## src/rtl/iob_vexriscv_bus_adapter.sv

```systemverilog
// VexRiscv simple-bus to IOb native adapter: one-entry request stage,
// strobe generation, outstanding-read limit, address remap, misalign errors.
module iob_vexriscv_bus_adapter #(
  parameter int ADDR_W     = 32,
  parameter int DATA_W     = 32,
  parameter int MODE       = 0,
  parameter int MAX_OUT    = 2,
  parameter int USE_EXTMEM = 0,
  parameter int E_BIT      = ADDR_W - 2,
  parameter int P_BIT      = ADDR_W - 3,
  parameter int MIS_ERR    = 1
) (
  input  logic                clk,
  input  logic                rst,
  input  logic                boot,
  input  logic                cmd_valid,
  output logic                cmd_ready,
  input  logic                cmd_wr,
  input  logic [ADDR_W-1:0]   cmd_addr,
  input  logic [DATA_W-1:0]   cmd_data,
  input  logic [1:0]          cmd_size,
  output logic                rsp_valid,
  output logic [DATA_W-1:0]   rsp_data,
  output logic                rsp_error,
  output logic                misalign,
  output logic                iob_valid,
  output logic [ADDR_W-1:0]   iob_addr,
  output logic [DATA_W-1:0]   iob_wdata,
  output logic [DATA_W/8-1:0] iob_wstrb,
  input  logic                iob_ready,
  input  logic                iob_rvalid,
  input  logic [DATA_W-1:0]   iob_rdata
);

  localparam int SW = DATA_W / 8;
  localparam int OW = (SW > 1) ? $clog2(SW) : 1;
  localparam int CW = 4;

  logic              hold_valid;
  logic [ADDR_W-1:0] hold_addr;
  logic [DATA_W-1:0] hold_wdata;
  logic [SW-1:0]     hold_wstrb;
  logic [CW-1:0]     cnt;
  logic              err_pend;

  logic              is_wr;
  logic              is_mis;
  logic              rsp_ok;
  logic              credit;
  logic              acc_al;
  logic              acc_mis;
  logic [SW-1:0]     base;
  logic [SW-1:0]     strb;
  logic [ADDR_W-1:0] addr_map;

  always_comb begin
    is_wr  = (MODE == 0) && cmd_wr;
    is_mis = 1'b0;
    if (MIS_ERR != 0 && MODE == 0) begin
      if (cmd_size == 2'd1)
        is_mis = cmd_addr[0];
      else if (cmd_size[1])
        is_mis = |cmd_addr[1:0];
    end

    rsp_ok = iob_rvalid && (cnt != '0);
    // a read answered this cycle frees a slot for a read accepted now
    credit = (cnt < CW'(MAX_OUT)) || rsp_ok;

    if (is_mis)
      cmd_ready = !hold_valid && (cnt == '0) && !err_pend;
    else
      cmd_ready = (!hold_valid || iob_ready) && credit;

    acc_al  = cmd_valid && cmd_ready && !is_mis;
    acc_mis = cmd_valid && cmd_ready && is_mis;

    unique case (1'b1)
      cmd_size == 2'd0: base = SW'(1);
      cmd_size == 2'd1: base = SW'(3);
      default:          base = '1;
    endcase
    strb = is_wr ? SW'(base << cmd_addr[OW-1:0]) : '0;

    addr_map = cmd_addr;
    if (USE_EXTMEM != 0) begin
      if (MODE == 1)
        addr_map[ADDR_W-1] = !boot;
      else
        addr_map[ADDR_W-1] = !(cmd_addr[E_BIT] ^ boot) && !cmd_addr[P_BIT];
    end
  end

  always_ff @(posedge clk) begin
    if (rst) begin
      hold_valid <= 1'b0;
      hold_addr  <= '0;
      hold_wdata <= '0;
      hold_wstrb <= '0;
      cnt        <= '0;
      err_pend   <= 1'b0;
      misalign   <= 1'b0;
    end else begin
      if (acc_al) begin
        hold_valid <= 1'b1;
        hold_addr  <= addr_map;
        hold_wdata <= cmd_data;
        hold_wstrb <= strb;
      end else if (iob_ready) begin
        hold_valid <= 1'b0;
      end

      unique case ({acc_al && !is_wr, rsp_ok})
        2'b10:   cnt <= cnt + 1'b1;
        2'b01:   cnt <= cnt - 1'b1;
        default: cnt <= cnt;
      endcase

      misalign <= acc_mis;
      err_pend <= acc_mis && !is_wr;
    end
  end

  assign iob_valid = hold_valid;
  assign iob_addr  = hold_addr;
  assign iob_wdata = hold_wdata;
  assign iob_wstrb = hold_wstrb;

  assign rsp_valid = err_pend || rsp_ok;
  assign rsp_error = err_pend;
  assign rsp_data  = rsp_ok ? iob_rdata : '0;

endmodule

```

## config.mk

```make
export PLATFORM = sky130hd
export DESIGN_NAME = iob_vexriscv_bus_adapter
export DESIGN_NICKNAME = d
export VERILOG_FILES = /design/src/rtl/iob_vexriscv_bus_adapter.sv
export SDC_FILE = /design/constraint.sdc
export NUM_CORES = 1
export LEC_CHECK = 0
export BUFFER_PORTS_ARGS = -buffer_cell sky130_fd_sc_hd__buf_2
export CAP_MARGIN = 20
export CORE_MARGIN = 2
export CORE_UTILIZATION = 30
export CTS_BUF_LIST = sky130_fd_sc_hd__clkbuf_4 sky130_fd_sc_hd__clkbuf_8
export DETAILED_ROUTE_END_ITERATION = 10
export PLACE_DENSITY_LB_ADDON = 0.2
export SYNTH_ARGS = -nofsm -noshare
export SYNTH_HDL_FRONTEND = slang
export SYNTH_SLANG_ARGS = --single-unit
```

## constraint.sdc

```tcl
create_clock -name clk -period 3.2 [get_ports clk]
set_input_delay 0.16 -clock clk [delete_from_list [all_inputs] [get_ports clk]]
set_output_delay 0.16 -clock clk [all_outputs]
set_load 0.02 [all_outputs]
```

Word-level counts from Yosys, hierarchy flattened
Index checks and enable logic that the tools add are counted.

word-level totals
  flip-flop bits (word level) = 75
  word-level logic and storage cells = 45
  input bits = 105
  output and inout port bits = 105

cells by class
  reductions and logical operators = 22
  shift-type cells = 1
  $lt $le $gt $ge = 1
  mux-type cells = 9
  add/subtract/negate cells = 2
  equal/unequal tests = 3

operators with widths
  operator                                                               count
  32-bit 2-to-1 mux                                                      1
  4-bit case mux with 2 select lines                                     2
  1-bit logical AND                                                      9
  1-bit 2-to-1 mux                                                       5
  4-bit by 1-bit adder with 4-bit output, second input constant          1
  2-bit by 1-bit equality test with 1-bit output, second input constant  2
  1-bit logical NOT                                                      4
  4-bit logical NOT                                                      1
  4-bit by 2-bit < comparator with 1-bit output, second input constant   1
  4-bit 2-to-1 mux                                                       1
  2-bit nonzero test                                                     2
  4-bit nonzero test                                                     1
  4-bit by 2-bit left shift with 4-bit output                            1
  4-bit by 1-bit subtractor with 4-bit output, second input constant     1
  1-bit logical OR                                                       3
  2-bit equality test, second input constant                             1
  2-bit logical NOT                                                      1
  2-bit OR reduction                                                     1

Depth between registers and ports, before layout
  word-level depth = 10
  mapped depth = 10
  gate-level depth less buffers = 10

Worst setup path after synthesis
OpenSTA, ideal clock, no wires.

  path type = flip-flop to flip-flop
  start = reg cnt[1]
  end = reg cnt[3]
  required time = 3,130 ps
  library setup time = 70 ps
  data arrival time = 2,534 ps
  path slack = 596 ps
  cell stages (with the launch flop) = 10
  cell sequence = dfxtp_1 > nor3_1 > o22ai_1 > or3_1 > ha_1 > ha_1 > a21oi_1 > a21oi_1 > or4_2 > a21oi_1

between the ends
  cells in the longest elaborated chain, start to end = 10
  elaborated cells on any way between the ends = 18
  classes of those cells = add/sub: 2; order compare: 1; eq/ne: 2; mux: 2; reduce/logical: 11

RTL lines
  element                                                                                                 RTL line  RTL
  start: declaration                                                                                      43        logic [CW-1:0] cnt;
  start signal: assignment                                                                                114       2'b10: cnt <= cnt + 1'b1;
  start signal: assignment                                                                                115       2'b01: cnt <= cnt - 1'b1;
  start signal: assignment                                                                                116       default: cnt <= cnt;
  parallel branches: the longest is 10 deep, another holds 4-bit by 2-bit < comparator with 1-bit output  n/a

Parallel ways; which one is timed is not known.
A chain may end at the register's enable or synchronous reset.

Final worst setup path
  start = reg cnt[3]
  end = reg cnt[3]

Same word-level chain as after synthesis.

==> qor.txt <==
=============================================================================
Status                                                           finished clean
Minimum period implied by the final worst setup slack                 2910 ps
CTS clock-pin slew for the worst setup and hold paths                   70 ps
Die boundary height                                                    115 um
CTS Buf Count                                                               9
Maximum operating frequency                                         0.343 GHz
Number of instances in the placed design                                  718
Proportion of power drawn by combinational gates                        34.2%
FF-to-FF End                                                           cnt[3]
Post-detailed-placement half-perimeter wirelength                     7.13 mm
Final Hold Vio Count                                                        0
Buffer levels on the longest clock path                                     2
Vias in the first global route                                          3,137
Share of the clock period used by the worst path                        91.0%
Worst-Skew Late Latency                                                340 ps
Maximum vdd ir drop                                                  0.204 mV
Clock Root Buffer                                                sky130_fd_sc_hd__clkbuf_8
Initial core utilization                                                30.8%
Clock tree from TritonCTS                                                 yes
CTS-repair resized insts                                                    0
Mean instance size in the synthesized netlist                       9.61 um^2
# hold bufs at CTS                                                          0
Detailed-router iteration count before antenna repair                       4
Standard-cell row count                                                    40
Final Skew                                                            10.6 ps
Post-DP Area                                                        4850 um^2
Floorplan die width                                                    115 um
Wire length of the first global-routing pass                          14.7 mm
Final-report max-slew violation count                                       0
Worst-case reg-to-reg path depth                                            9
I/O pins                                                                  210
Pin slew with the least headroom to its limit                          780 ps
Commonest non-fill, non-tap cell in the layout                   sky130_fd_sc_hd__buf_2
Share of total power in sequential cells                                36.7%
Share of cells above drive strength 1                                   40.7%
Commonest non-fill, non-tap cells in the layout                  208 x sky130_fd_sc_hd__buf_2, 132 x sky130_fd_sc_hd__nand2b_1, 75 x sky130_fd_sc_hd__dfxtp_1
Pin count of the biggest net entering global routing                       88
H-tree Lvls                                                                 3
Count of antenna-violating nets left after detailed routing                 0
Final Non-Filler Cells                                                    734
Type of origin of the critical path                                      flop
Routed WL per cell                                                    12.9 um
Part of the total power dissipated in the clock network                 29.1%
First DRT Iteration DRCs                                                   85
Critical Path AT                                                      3170 ps
Post-Synthesis Net Count                                                  494
Total power                                                           2.96 mW
Via count                                                               3,255
Switching part of the total                                             34.0%
Area share of the leading cell type in the synthesized netlist          40.6%
Layout fillers                                                          1,204
Number of buffers inserted by port buffering                              208
Synth unique cells                                                         35
WHS Path Cells                                                              2
Worst setup path startpoint                                            cnt[3]
Final weighted congestion in routability-driven placement               0.708
Global-route usage over all layers                                      14.1%
CORE AREA                                                         12,000 um^2
Sink Count                                                                 75
Combined flip-flop and latch cell area                              1500 um^2
Final Setup Violations                                                      0
CP Max Fanout                                                               4
Worst-case hold slack                                                 27.5 ps
Final standard cell area without fillers                            5090 um^2
Area leader, netlist                                             sky130_fd_sc_hd__dfxtp_1
R2R Setup Slk                                                          290 ps
Class of the worst hold path                                        in -> reg
Post CTS Setup Buffer Count                                                 0
Area occupied by multi-input gates                                  2070 um^2
Synth top area cells                                             sky130_fd_sc_hd__dfxtp_1 41%, sky130_fd_sc_hd__nand2b_1 22%, sky130_fd_sc_hd__mux2i_1 18%, sky130_fd_sc_hd__and2_1 5.4%, sky130_fd_sc_hd__clkbuf_1 1.8%
Count of synthesis-stage warnings from yosys                                0
Sum of negative setup slack                                              0 ps
Floorplan die area                                                13,200 um^2
Layout Area Growth over Synthesis                                       37.6%
Remaining design rule violation count                                       0
Flops & latches, synth                                                     75
Total global routing overflow                                               0
Ant. Diodes                                                                 0
Critical Path RT                                                      3460 ps
Total length of routed wires                                          9.47 mm
Number of vias per cell                                                  4.43
Setup repair after global routing missed its margin                     false
Synthesized area                                                    3700 um^2
Portion of the post-synthesis area used by sequential elements          40.6%
Pwr Density                                                       582 nW/um^2
Worst hold path endpoint                                            rsp_error
Initial antenna violation count                                             1
CP Class                                                           reg -> reg
Kind of capture point of the worst setup path                            flop
Maximum capacitance violations                                              0
Hold path startpoint                                                   cmd_wr
LEAKAGE                                                               2.46 nW
Reported net switching power                                          1.01 mW
Total internal power                                                  1.95 mW
Nets                                                                      691
Crit Reg-Reg Startpoint                                                cnt[3]
Count of mapped cells out of synthesis                                    385
Rel. slew slack                                                         48.0%
=============================================================================
==> synth_stat cells <==
cell type and number:
sky130_fd_sc_hd__nor2_1 6, sky130_fd_sc_hd__buf_2 4, sky130_fd_sc_hd__nor2_2 1, sky130_fd_sc_hd__o221ai_1 1
sky130_fd_sc_hd__a211oi_1 1, sky130_fd_sc_hd__and2_1 32, sky130_fd_sc_hd__mux2i_1 66, sky130_fd_sc_hd__o22ai_1 1
sky130_fd_sc_hd__and3_1 1, sky130_fd_sc_hd__or3_1 1, sky130_fd_sc_hd__nor4_2 1, sky130_fd_sc_hd__nor4b_4 1
sky130_fd_sc_hd__or2_2 1, sky130_fd_sc_hd__o21a_1 1, sky130_fd_sc_hd__o31ai_1 1, sky130_fd_sc_hd__o21ai_0 2
sky130_fd_sc_hd__a21oi_4 1, sky130_fd_sc_hd__inv_1 4, sky130_fd_sc_hd__or4b_4 1, sky130_fd_sc_hd__clkbuf_1 18
sky130_fd_sc_hd__nor3_1 4, sky130_fd_sc_hd__and2b_2 1, sky130_fd_sc_hd__nand3_1 1, sky130_fd_sc_hd__a21o_2 1
sky130_fd_sc_hd__dfxtp_1 75, sky130_fd_sc_hd__mux2_2 2, sky130_fd_sc_hd__or4_2 1, sky130_fd_sc_hd__xor2_1 2
sky130_fd_sc_hd__nand2_1 2, sky130_fd_sc_hd__fa_1 1, sky130_fd_sc_hd__nor2b_1 4, sky130_fd_sc_hd__nand2b_1 132
sky130_fd_sc_hd__ha_1 3, sky130_fd_sc_hd__a21oi_1 7, sky130_fd_sc_hd__buf_4 4
==> layout make-up <==
| cell class | count | share of cell area (%) |
|---|---|---|
| timing repair buffer | 212 | 21.3 |
| inverter | 4 | 0.295 |
| multi-input combinational | 280 | 40.7 |
| clock buffer | 13 | 3.27 |
| tap | 147 | 3.61 |
| clock inverter | 3 | 1.35 |
| sequential | 75 | 29.5 |
==> cell families after synthesis <==
logic type | count (synthesis) | synth area share [%]
buf+inv | 30 | 3.59
mux | 68 | 18.5
compound gates | 16 | 2.91
simple gates | 190 | 32.4
fa+ha+maj | 4 | 1.56
xor+xnor | 2 | 0.474
flops | 75 | 40.6
==> through the flow <==
step                      utilization [%]  setup slack [ps]
after CTS                            42.4               298
after detailed placement             40.4               327
final                                42.4               288
after global placement               40.4               418
after global routing                 42.4               175
after floorplan                         -               596
==> power groups by stage <==
stage               logic, mW  clock network (mW)  registers [mW]
floorplan               0.603                   0            1.21
global placement         1.01                   0            1.10
detailed placement       1.03                   0            1.11
CTS                      1.03               0.902            1.09
global route             1.11               0.939            1.10
finish                   1.01               0.862            1.09
==> worst max-delay path by stage <==
| stage | to | slack (ps) |
|---|---|---|
| 2_1_floorplan | cnt[3] | 600 |
| 3_3_place_gp | cnt[3] | 420 |
| 3_5_place_dp | cnt[3] | 330 |
| 4_1_cts | cnt[3] | 300 |
| 5_1_grt | cnt[3] | 170 |
| 6_report | cnt[3] | 290 |
==> state kept, by name, indices dropped and copies added, names as in the netlist <==
signal and cells:
cnt 4, iob_wstrb 4, iob_wdata 32, iob_addr 32, rsp_error 1, iob_valid 1, misalign 1
==> layer usage <==
layer,up-vias,wire (um),GRT usage (%)
met5,-,0,0
met1,1459,3840,15.2
met2,151,4580,25.0
met3,7,967,5.96
met4,0,93,4.34
li1,1638,-,-
==> critical path, cell delays in order, from the launching register on <==
cell                      delay [ps]
sky130_fd_sc_hd__dfxtp_1         350
sky130_fd_sc_hd__nor3_1          300
sky130_fd_sc_hd__o22ai_1         210
sky130_fd_sc_hd__or3_1           390
sky130_fd_sc_hd__ha_1            240
sky130_fd_sc_hd__ha_1            340
sky130_fd_sc_hd__a21oi_1         170
sky130_fd_sc_hd__a21oi_1         100
sky130_fd_sc_hd__or4_2           600
sky130_fd_sc_hd__a21oi_1         150
Power figures use the tool's default switching activity.
